--- src/rtl/lsu_pkg.sv ---
// -----------------------------------------------------------------------------
// lsu_pkg
// Shared types for the load/store unit: access-size encoding, FSM state
// encoding and the misalignment predicate.
// Configuration macro: LSU_MISALIGN_TRAP_EN adds the ERR state and the
// misaligned / illegal-size trap. Without it, ERR does not exist.
// -----------------------------------------------------------------------------
package lsu_pkg;

    typedef enum logic [1:0] {
        SIZE_B = 2'b00,
        SIZE_H = 2'b01,
        SIZE_W = 2'b10,
        SIZE_X = 2'b11
    } lsu_size_e;

    typedef enum logic [2:0] {
        IDLE    = 3'd0,
        LD      = 3'd1,
        LD_WAIT = 3'd2,
        ST_W    = 3'd3,
        RMW_RD  = 3'd4,
        RMW_WR  = 3'd5
`ifdef LSU_MISALIGN_TRAP_EN
        ,
        ERR     = 3'd6
`endif
    } lsu_state_e;

    // True when the address is not naturally aligned for the size, or the
    // size code is the illegal one.
    function automatic logic lsu_misaligned(input lsu_size_e size,
                                            input logic [1:0] addr_lo);
        logic bad;
        case (size)
            SIZE_B:  bad = 1'b0;
            SIZE_H:  bad = addr_lo[0];
            SIZE_W:  bad = (addr_lo != 2'b00);
            default: bad = 1'b1;
        endcase
        return bad;
    endfunction

endpackage

--- src/rtl/lsu_align.sv ---
// -----------------------------------------------------------------------------
// lsu_align
// Combinational little-endian lane handling for the load/store unit.
// Ports:
//   i_size       access size (size code 11 behaves as a word)
//   i_addr_lo    byte offset within the word
//   i_unsigned   1 = zero-extend loads, 0 = sign-extend
//   i_rdata      word read from memory
//   i_wdata      right-justified store data
//   o_load_data  selected lane, extended to 32 bits
//   o_merge_data i_rdata with the target lane replaced by store data
// -----------------------------------------------------------------------------
module lsu_align
    import lsu_pkg::*;
(
    input  lsu_size_e   i_size,
    input  logic [1:0]  i_addr_lo,
    input  logic        i_unsigned,
    input  logic [31:0] i_rdata,
    input  logic [31:0] i_wdata,
    output logic [31:0] o_load_data,
    output logic [31:0] o_merge_data
);

    logic [7:0]  w_byte;
    logic [15:0] w_half;

    // Lane extraction and sign/zero extension for loads.
    always_comb begin
        case (i_addr_lo)
            2'b00:   w_byte = i_rdata[7:0];
            2'b01:   w_byte = i_rdata[15:8];
            2'b10:   w_byte = i_rdata[23:16];
            default: w_byte = i_rdata[31:24];
        endcase
        if (i_addr_lo[1]) begin
            w_half = i_rdata[31:16];
        end else begin
            w_half = i_rdata[15:0];
        end
        case (i_size)
            SIZE_B: begin
                if (i_unsigned) begin
                    o_load_data = {24'h000000, w_byte};
                end else begin
                    o_load_data = {{24{w_byte[7]}}, w_byte};
                end
            end
            SIZE_H: begin
                if (i_unsigned) begin
                    o_load_data = {16'h0000, w_half};
                end else begin
                    o_load_data = {{16{w_half[15]}}, w_half};
                end
            end
            default: o_load_data = i_rdata;
        endcase
    end

    // Read-modify-write merge: only the addressed lane takes store data.
    always_comb begin
        o_merge_data = i_rdata;
        case (i_size)
            SIZE_B: begin
                case (i_addr_lo)
                    2'b00:   o_merge_data[7:0]   = i_wdata[7:0];
                    2'b01:   o_merge_data[15:8]  = i_wdata[7:0];
                    2'b10:   o_merge_data[23:16] = i_wdata[7:0];
                    default: o_merge_data[31:24] = i_wdata[7:0];
                endcase
            end
            SIZE_H: begin
                if (i_addr_lo[1]) begin
                    o_merge_data[31:16] = i_wdata[15:0];
                end else begin
                    o_merge_data[15:0] = i_wdata[15:0];
                end
            end
            default: o_merge_data = i_wdata;
        endcase
    end

endmodule

--- src/rtl/load_store_unit.sv ---
// -----------------------------------------------------------------------------
// load_store_unit
// Single-outstanding load/store unit in front of a word-wide data memory with
// one-cycle read latency. Byte and half stores use a read-modify-write.
// Ports:
//   clk, rst_n                 clock, asynchronous active-low reset
//   req_valid/req_ready        request handshake (ready only in IDLE)
//   req_we, req_size, req_unsigned, req_addr, req_wdata   request fields
//   rsp_valid, rsp_rdata, rsp_err  one-cycle completion pulse, no back-pressure
//   mem_read, mem_write, mem_addr, mem_wdata, mem_rdata   data memory port
// Parameter WORD_IDX_W: width of the word index driven on mem_addr.
// Configuration macro: LSU_MISALIGN_TRAP_EN routes misaligned / illegal-size
// requests to ERR; undefined, low address bits are ignored and size 11 acts
// as a word.
// -----------------------------------------------------------------------------
module load_store_unit
    import lsu_pkg::*;
#(
    parameter int WORD_IDX_W = 10
) (
    input  logic        clk,
    input  logic        rst_n,
    input  logic        req_valid,
    output logic        req_ready,
    input  logic        req_we,
    input  logic [1:0]  req_size,
    input  logic        req_unsigned,
    input  logic [31:0] req_addr,
    input  logic [31:0] req_wdata,
    output logic        rsp_valid,
    output logic [31:0] rsp_rdata,
    output logic        rsp_err,
    output logic        mem_read,
    output logic        mem_write,
    output logic [31:0] mem_addr,
    output logic [31:0] mem_wdata,
    input  logic [31:0] mem_rdata
);

    lsu_state_e             r_state;
    lsu_state_e             w_state_nxt;
    lsu_state_e             w_dispatch;
    lsu_size_e              r_size;
    logic                   r_unsigned;
    logic [1:0]             r_addr_lo;
    logic [31:0]            r_wdata;
    logic [WORD_IDX_W-1:0]  r_word_idx;
    logic [31:0]            r_mem_wdata;
    logic                   w_accept;
    logic                   w_sub_word;
    logic [31:0]            w_load_data;
    logic [31:0]            w_merge_data;
    logic [31:0]            w_mem_wdata;
    logic                   w_unused_addr;

    // Address bits above the word index never reach the memory.
    assign w_unused_addr = ^req_addr[31:WORD_IDX_W+2];

    assign w_accept   = req_valid && req_ready;
    assign w_sub_word = (req_size == SIZE_B) || (req_size == SIZE_H);
    assign mem_addr   = {{(32-WORD_IDX_W){1'b0}}, r_word_idx};
    assign mem_wdata  = w_mem_wdata;

    lsu_align u_align (
        .i_size       (r_size),
        .i_addr_lo    (r_addr_lo),
        .i_unsigned   (r_unsigned),
        .i_rdata      (mem_rdata),
        .i_wdata      (r_wdata),
        .o_load_data  (w_load_data),
        .o_merge_data (w_merge_data)
    );

    // First active state for a request offered in IDLE.
    always_comb begin
`ifdef LSU_MISALIGN_TRAP_EN
        if (lsu_misaligned(lsu_size_e'(req_size), req_addr[1:0])) begin
            w_dispatch = ERR;
        end else if (!req_we) begin
            w_dispatch = LD;
        end else if (w_sub_word) begin
            w_dispatch = RMW_RD;
        end else begin
            w_dispatch = ST_W;
        end
`else
        if (!req_we) begin
            w_dispatch = LD;
        end else if (w_sub_word) begin
            w_dispatch = RMW_RD;
        end else begin
            w_dispatch = ST_W;
        end
`endif
    end

    // Next-state and Moore output decode.
    always_comb begin
        w_state_nxt = r_state;
        req_ready   = 1'b0;
        rsp_valid   = 1'b0;
        rsp_rdata   = 32'h0000_0000;
        rsp_err     = 1'b0;
        mem_read    = 1'b0;
        mem_write   = 1'b0;
        w_mem_wdata = r_mem_wdata;
        case (r_state)
            IDLE: begin
                // Gated by rst_n so ready reads 0 while reset is held.
                req_ready = rst_n;
                if (req_valid && rst_n) begin
                    w_state_nxt = w_dispatch;
                end else begin
                    w_state_nxt = IDLE;
                end
            end
            LD: begin
                mem_read    = 1'b1;
                w_state_nxt = LD_WAIT;
            end
            LD_WAIT: begin
                rsp_valid   = 1'b1;
                rsp_rdata   = w_load_data;
                w_state_nxt = IDLE;
            end
            ST_W: begin
                mem_write   = 1'b1;
                w_mem_wdata = r_wdata;
                rsp_valid   = 1'b1;
                w_state_nxt = IDLE;
            end
            RMW_RD: begin
                mem_read    = 1'b1;
                w_state_nxt = RMW_WR;
            end
            RMW_WR: begin
                mem_write   = 1'b1;
                w_mem_wdata = w_merge_data;
                rsp_valid   = 1'b1;
                w_state_nxt = IDLE;
            end
`ifdef LSU_MISALIGN_TRAP_EN
            ERR: begin
                rsp_valid   = 1'b1;
                rsp_err     = 1'b1;
                w_state_nxt = IDLE;
            end
`endif
            default: w_state_nxt = IDLE;
        endcase
    end

    // State register, request capture and write-data hold register.
    always_ff @(posedge clk or negedge rst_n) begin
        if (!rst_n) begin
            r_state     <= IDLE;
            r_size      <= SIZE_B;
            r_unsigned  <= 1'b0;
            r_addr_lo   <= 2'b00;
            r_wdata     <= 32'h0000_0000;
            r_word_idx  <= '0;
            r_mem_wdata <= 32'h0000_0000;
        end else begin
            r_state <= w_state_nxt;
            if (w_accept) begin
                r_size     <= lsu_size_e'(req_size);
                r_unsigned <= req_unsigned;
                r_addr_lo  <= req_addr[1:0];
                r_wdata    <= req_wdata;
                r_word_idx <= req_addr[WORD_IDX_W+1:2];
            end
            // mem_wdata keeps the last written word between writes.
            if (mem_write) begin
                r_mem_wdata <= w_mem_wdata;
            end
        end
    end

endmodule

--- config.mk ---
export PLATFORM = sky130hd
export DESIGN_NAME = load_store_unit
export DESIGN_NICKNAME = d
export VERILOG_FILES = /design/src/rtl/lsu_pkg.sv /design/src/rtl/lsu_align.sv /design/src/rtl/load_store_unit.sv
export SDC_FILE = /design/constraint.sdc
export NUM_CORES = 1
export LEC_CHECK = 0
export ABC_AREA = 1
export CORE_MARGIN = 2
export CORE_UTILIZATION = 30
export CTS_CLUSTER_DIAMETER = 30
export DETAILED_ROUTE_END_ITERATION = 8
export PLACE_DENSITY = 0.66
export SLEW_MARGIN = 10
export SYNTH_ARGS = -nofsm -noshare
export SYNTH_HDL_FRONTEND = slang
export SYNTH_SLANG_ARGS = --single-unit
--- constraint.sdc ---
create_clock -name clk -period 1.8 [get_ports clk]
set_clock_uncertainty 0.2 [all_clocks]
set_input_delay 0.36 -clock clk [delete_from_list [all_inputs] [get_ports clk]]
set_output_delay 0.36 -clock clk [all_outputs]
set_load 0.005 [all_outputs]
* Word-level counts from Yosys, hierarchy flattened
Index checks and enable logic that the tools add are counted.
** Word-level totals
- Output and inout port bits :: 101
- Register bits :: 82
- Input bits :: 103
** Operators by class
- Reduce and logical (&&, ||, !) cells :: 11
- Eq/ne operators :: 9
- Muxes and demuxes :: 22
** Operator list (number)
- one-hot mux 32 bit (2 select lines) :: 3
- 2-to-1 mux 32 bit :: 3
- 2-to-1 mux 16 bit :: 3
- 2-to-1 mux 8 bit :: 4
- one-hot mux 8 bit (3 select lines) :: 1
- 2-to-1 mux 3 bit :: 3
- one-hot mux 3 bit (3 select lines) :: 1
- == test 2 x 1 -> 1 bit, second input constant :: 3
- == test 3 x 2 -> 1 bit, second input constant :: 2
- == test 3 bit, second input constant :: 2
- zero test 2 bit :: 3
- OR reduction 3 bit :: 2
- 2-to-1 mux 1 bit :: 4
- OR reduction 2 bit :: 2
- == test 3 x 1 -> 1 bit, second input constant :: 1
- zero test 3 bit :: 1
- == test 2 bit, second input constant :: 1
- logical AND 1 bit :: 2
- logical OR 1 bit :: 1

* Logic depth before layout (Yosys ltp)
Gate-level depths: netlist (run 1).
- Word-level depth :: 6
- Depth in mapped cells :: 9
- Mapped depth without buffers :: 8

* Modules after synthesis
Synthesis (run 1) repeated with hierarchy kept, for this count alone.
** Second synthesis, totals
- Cells, all modules :: 971
- Area, all modules :: 6361.1 µm²
** Modules (own cells, without submodules)
- load_store_unit :: cells an instance 613, instances 1, seq. area each 2052.0 µm², area an instance 4575.6 µm²
- lsu_align :: cells an instance 358, instances 1, seq. area each 0.0 µm², area an instance 1785.5 µm²

* Worst setup path before layout (run 1)
OpenSTA, ideal clock, no wires.
- Path type :: register to output
- Start :: register r_size[1]
- End :: output rsp_rdata[11]
- Data arrival time :: 1323 ps
- Slack :: -83 ps
- Stages on the path, launching flop included :: 8
- Required time :: 1240 ps
- Cells stage by stage :: dfrtp_1 -> buf_4 -> nor2_4 -> inv_1 -> a21oi_2 -> nand3_2 -> buf_2 -> a21oi_1
** Between the ends
- Cells in the longest elaborated chain, start to end :: 3
- Elaborated cells on any way between the ends :: 4
- Classes of those cells :: eq/ne (1); mux (2); reduce/logical (1)
** Ends and longest elaborated chain
- start, declared :: line load_store_unit.sv:43 : lsu_size_e r_size;
- start signal, assigned :: line load_store_unit.sv:166 : r_size <= lsu_size_e'(req_size);
- == test 2 x 1 -> 1 bit or zero test 2 bit (tied branches) :: line lsu_align.sv:41 : case (i_size)
- one-hot mux 32 bit (2 select lines) (*) :: line lsu_align.sv:41
- 2-to-1 mux 32 bit (*) :: line load_store_unit.sv:107 : case (r_state)
- end, declared :: line load_store_unit.sv:31 : output logic [31:0] rsp_rdata,
Mark *: on every way between the ends. The rest lies on a longest branch, timed or not.

* Final worst setup path (run 1)
- Start :: register r_size[1]
- End :: output rsp_rdata[16]
The elaborated chain is that of the path after synthesis.

==> impl_metrics.csv, run 1 <==
group,metric,value,unit
logic_synthesis,yosys.area_share.simple,0.348,
placed_design,portBuffers,160,
floorplan,start_util,0.309,
final_layout,drive_gt1_frac,0.484,
pwr,power.internal,11200,µW
global_route,grt_first_pass_wirelength,42100,µm
clock_network,htreeDepth,3,
pwr,share_seq_of_total_power,0.171,
hold_path,hold_class,"reg -> reg",
floorplan,fp.coreArea,18100,µm²
timing,slew_viol_final,0,
logic_synthesis,ys_types,26,
critical_path,setup.worst_path.start_class,"flip-flop",
timing,fin_crit_sh,1.40,
pwr,p_leak,0.00581,µW
floorplan,io-pin-count,204,
status,violations,"setup timing",
drt,wl_per_cell,18.8,µm
global_route,gr-total-overflow,0,
final_layout,area_growth,102,%
timing,timing.final.ws_setup,-0.729,ns
status,outcome,"finished with violations",
logic_synthesis,synth_top_family_by_area,"simple AND/OR/NAND/NOR gates",
logic_synthesis,syn_area_per_cell,6.29,µm²
clock_network,cts_root_buf,"clkbuf_16",
timing,post-route-min-period,2.53,ns
clock_network,numClockSinks,82,
floorplan,die_h,141,µm
drt,drc_errors,0,
placed_design,place.detailed.hpwl,16500,µm
drt,drt_iter0_drc,888,
drt,dr_total_vias,7808,
global_route,grt_pass1_vias,7895,
drt,drt_wl_total,28300,µm
clock_network,clock_path_buffers,2,
timing,tns,-46.47,ns
global_route,grt_max_degree,83,
final_layout,fin_nets,1371,
logic_synthesis,ys_seq_area_frac,0.366,
critical_path,criticalPathCategory,"reg -> out",
logic_synthesis,synth-adder-area-share,0,
drt,avgViaCountPerCell,5.20,
logic_synthesis,yosysTopAreaCell,"dfrtp_1",
global_route,antenna_found_initial,0,
critical_path,required,1.24,ns
clock_network,path_clk_slew,0.06,ns
clock_network,cts_tree,"done",
logic_synthesis,syn_area,5600,µm²
final_layout,fill_cells,1431,
logic_synthesis,synth_top_area_share,0.366,
final_layout,fin_area,11300,µm²
pwr,ir_worst_vdd,926,µV
final_layout,diodes,0,
floorplan,rows,49,
critical_path,cp.arrival,1.97,ns
flow_run,drv_cap,0,
logic_synthesis,yosysWarnings,0,
pwr,swShare,0.448,
critical_path,critPathCaptureType,"primary output",
drt,dr.pass1.iters,6,
pwr,p_comb_frac,0.726,
placed_design,gp_congestion,0.965,
pwr,total_power,20300,µW
logic_synthesis,synth_cells,890,
logic_synthesis,synth_top_cells_by_area,"dfrtp_1 37%, nand2_1 27%, o21ai_0 6.5%",
logic_synthesis,synth-seq-cells,82,
logic_synthesis,synth_compound_area_frac,0.152,
timing,setup_viol,126,
pwr,cellPowerDensity,1800,nW/µm²
floorplan,die_area,19800,µm²
logic_synthesis,synth_mux_area_frac,0,
pwr,p_clk_frac,0.103,
final_layout,layout_commonest_cell,"nand2_1",
floorplan,die_w,141,µm
logic_synthesis,synthXorXnorAreaFrac,0,
timing,finalHoldViolCount,0,
clock_network,clk_latency,0.36,ns
global_route,grtUsageTotal,0.272,
critical_path,cp_max_fo,5,
final_layout,layout_common_cells,"271 x nand2_1, 114 x buf_4, 103 x buf_6",
timing,fmax,0.395,GHz
drt,postRouteAntennaNets,0,
timing,rsz0062_at_grt,"yes",
pwr,switchingPower,9100,µW
clock_network,cts_made_buffers,9,
placed_design,dpl_cell_area,8380,µm²
[registers in the layout, summed over array words and instances, names as in the netlist]
register / cells
r_size: 2
r_addr_lo: 2
r_state: 3
r_word_idx: 10
r_unsigned: 1
r_wdata: 32
r_mem_wdata: 32
[repair_timing]
item	CTS	global route
gates resized for setup	531	323
gates cloned	13	7
hold buffers	1	0
buffers inserted	143	50
setup endpoints to repair	118	142
hold endpoints to repair	82	0
pin swaps	82	102
[path summary, 6_finish.rpt]
| kind | slack [ns] | to | start | cells after the start |
|---|---|---|---|---|
| max reg2reg | -0.68 | r_mem_wdata[29] | r_size[1] | 15 |
| min in group asynchronous | 0.42 | r_word_idx[9] | rst_n | 3 |
| min | 0.27 | r_word_idx[0] | r_word_idx[0] | 2 |
| max | -0.73 | rsp_rdata[16] | r_size[1] | 8 |
| max in group asynchronous | 0.58 | r_mem_wdata[5] | rst_n | 3 |
| min reg2reg | 0.27 | r_word_idx[0] | r_word_idx[0] | 2 |
[final cells by class]
type                       count  area [µm²]  share of cell area
clock buffer                  11         243              0.0215
clock inverter                 5        85.1             0.00753
inverter                      99         437              0.0386
multi-input combinational    663        4030               0.357
sequential                    82        2060               0.182
tap                          229         287              0.0254
timing repair buffer         409        4110               0.364
timing repair inverter         4        47.5             0.00421
[stage by stage]
stage,utilization,hold slack [ns],setup slack (ns),instances
3_5_place_dp,0.462,0.243,-0.913,1361
5_1_grt,0.623,0.290,-0.783,1502
2_1_floorplan,-,-0.136,-0.0461,912
6_report,0.623,0.273,-0.729,1502
3_3_place_gp,0.462,0.243,-0.904,1361
4_1_cts,0.589,0.275,-0.626,1531
[power by group through the flow]
stage	Clock [µW]	Sequential, µW	Combinational, µW
after floorplan	0	3100	4730
after global placement	0	3250	9480
after detailed placement	0	3280	9560
after CTS	2120	3340	12900
after global routing	2180	3540	15700
final	2090	3470	14800
[Yosys cell counts (all sizes together)]
cell type    n
a21boi       3
a21oi       40
buf         48
clkbuf      20
clkinv       1
conb         1
dfrtp       82
inv         98
nand2      403
nand3       68
nand4        2
nor2        11
nor3         2
o211ai      24
o21ai       81
o22ai        6
[per-layer routing]
layer	track usage	share of wire
met2	0.464	0.49
met1	0.334	0.37
met4	0.117	0.047
met5	0	0
met3	0.0560	0.095
[kinds of logic after synthesis]
group	count (synthesis)
flip-flops	82
other	1
AND/OR/NAND/NOR	486
buffers and inverters	167
AO/OA/AOI/OAI	154
[critical path, cell delays in order, from the launching register on]
cell and delay, ns:
dfrtp_2 0.49, nor2_4 0.18, inv_2 0.08, a21oi_4 0.16, nand3_4 0.11, buf_6 0.16
buf_16 0.14, a21oi_2 0.15, buf_2 0.14
Power figures use the tool's default switching activity.
==> run 2, diff against run 1 <==
--- a/config.mk
+++ b/config.mk
@@ -10,6 +10,7 @@
 export CORE_UTILIZATION = 30
 export CTS_CLUSTER_DIAMETER = 30
 export DETAILED_ROUTE_END_ITERATION = 8
+export GPL_ROUTABILITY_DRIVEN = 0
 export PLACE_DENSITY = 0.66
 export SLEW_MARGIN = 10
 export SYNTH_ARGS = -nofsm -noshare
==> impl_metrics.csv, run 2 (same netlist as run 1, synthesis figures left out) <==
group,metric,value,unit
drt,drc_errors,0,
clock_network,clk_latency,0.36,ns
pwr,ir_worst_vdd,986,µV
floorplan,start_util,0.309,
floorplan,die_h,141,µm
floorplan,die_area,19800,µm²
global_route,grt_first_pass_wirelength,39900,µm
drt,dr.pass1.iters,8,
final_layout,top_regs,"r_mem_wdata (32), r_wdata (32), r_word_idx (10)",
timing,finalHoldViolCount,0,
final_layout,diodes,0,
placed_design,place.detailed.hpwl,16300,µm
floorplan,io-pin-count,204,
global_route,gr-total-overflow,0,
critical_path,max_stage_delay,0.43,ns
critical_path,worstSetupEndpoint,"mem_wdata[31]",
critical_path,criticalPathCategory,"reg -> out",
final_layout,drive_gt1_frac,0.492,
drt,dr_total_vias,8114,
pwr,total_power,20400,µW
final_layout,layout_commonest_cell,"nand2_1",
critical_path,r2r-end,"r_mem_wdata[8]",
global_route,grt_max_degree,83,
final_layout,fill_cells,1347,
clock_network,cts_root_buf,"clkbuf_16",
floorplan,die_w,141,µm
status,outcome,"finished with violations",
critical_path,worstSetupStartpoint,"r_addr_lo[1]",
drt,drt_iter0_drc,904,
clock_network,clock_path_buffers,2,
drt,drt_wl_total,30200,µm
clock_network,cts_tree,"done",
critical_path,cp_max_fo,6,
critical_path,path_cells,"buf_12, buf_6, buf_12, buf_16, o211ai_1, nand3_1, nand2_1, nand2_1, buf_2",
critical_path,rrSetupSlack,-0.73,ns
drt,wl_per_cell,20.2,µm
placed_design,dp_slack,-0.887,ns
critical_path,cp.arrival,2.22,ns
timing,fin_crit_sh,1.55,
critical_path,rr_worst_depth,17,
drt,postRouteAntennaNets,0,
final_layout,final_util,0.626,
timing,rsz0062_at_grt,"yes",
timing,slew_viol_final,0,
critical_path,rr_startpoint,"r_addr_lo[0]",
global_route,antenna_found_initial,0,
critical_path,critPathCaptureType,"primary output",
clock_network,htreeDepth,3,
floorplan,rows,49,
clock_network,path_clk_slew,0.06,ns
flow_run,drv_cap,0,
pwr,cellPowerDensity,1800,nW/µm²
timing,setup_viol,127,
critical_path,required,1.24,ns
final_layout,fin_nets,1370,
floorplan,fp.coreArea,18100,µm²
final_layout,multi_input_area,4080,µm²
placed_design,portBuffers,160,
timing,timing.final.ws_setup,-0.981,ns
global_route,grt_pass1_vias,7620,
clock_network,numClockSinks,82,
drt,avgViaCountPerCell,5.41,
global_route,grtUsageTotal,0.259,
final_layout,area_growth,103,%
hold_path,hold_class,"reg -> reg",
timing,fmax,0.360,GHz
status,violations,"setup timing",
clock_network,cts_made_buffers,9,
timing,whs,0.275,ns
critical_path,slowest_stage,"dfrtp_2",
final_layout,layout_common_cells,"266 x nand2_1, 137 x buf_4, 95 x nand2_2",
critical_path,setup.worst_path.start_class,"flip-flop",
final_layout,register_area,2060,µm²
pwr,p_leak,0.00589,µW
timing,post-route-min-period,2.78,ns
==> run 2: changes by cell type in the layout (fill, tap and decap cells not counted), moves of 5 or more <==
cell and change:
buf_6 -33, buf_4 +23, clkbuf_16 +7, a21oi_1 -6
buf_8 +5, nand2_1 -5, nand2_2 +5
==> run 2: layer usage <==
metal,up-vias,GRT usage,wire length (µm)
met4,0,0.127,2210
met2,624,0.436,14200
met3,192,0.0635,3130
li1,3549,-,-
met5,-,0,0
met1,3749,0.309,10700
==> run 2: worst min-delay path by stage <==
stage | startpoint | end | slack (ns) | cells past startpoint
after floorplan | rst_n | r_addr_lo[0] | -0.14 | 0
after global placement | rst_n | r_word_idx[9] | 0.25 | 2
after detailed placement | rst_n | r_word_idx[0] | 0.25 | 2
after CTS | r_word_idx[7] | r_word_idx[7] | 0.27 | 2
after global routing | r_word_idx[9] | r_word_idx[9] | 0.31 | 2
final | r_word_idx[7] | r_word_idx[7] | 0.28 | 2
==> run 2: power breakdown <==
part           total [µW]  internal (µW)  switching [µW]
Sequential           3420           2730             692
Clock                2020           1200             822
Combinational       15000           7160            7820
==> run 2: timing repair <==
action	CTS	global route
setup endpoints to repair	118	142
endpoints found under the hold margin	82	0
resized for setup	491	312
pin swaps	123	101
cloned	9	15
hold buffers	1	0
setup buffers	116	31
==> run 2: cell type report <==
class | instances | area share
repair inverters | 3 | 0.00375
repair buffers | 409 | 0.364
flip-flops and latches | 82 | 0.181
multi-input cells | 663 | 0.360
inverters | 99 | 0.0393
clock inverters | 5 | 0.00716
clock buffers | 9 | 0.0198
well taps | 229 | 0.0252
==> run 2: stage by stage <==
stage                     std cells  setup TNS, ns  instance area, µm²
after floorplan                 912         -0.994                5790
after global placement         1358         -51.31                8390
after detailed placement       1358         -54.47                8390
after CTS                      1494         -47.80               10200
after global routing           1499         -59.68               11400
final                          1499         -52.36               11400
==> run 2: critical path, delay by kind of cell, from the launching register on <==
kind                   cells  cell delay (ns)
buffers and inverters      5             0.64
flip-flops                 1             0.43
AO/OA/AOI/OAI              1             0.42
AND/OR/NAND/NOR            3             0.38
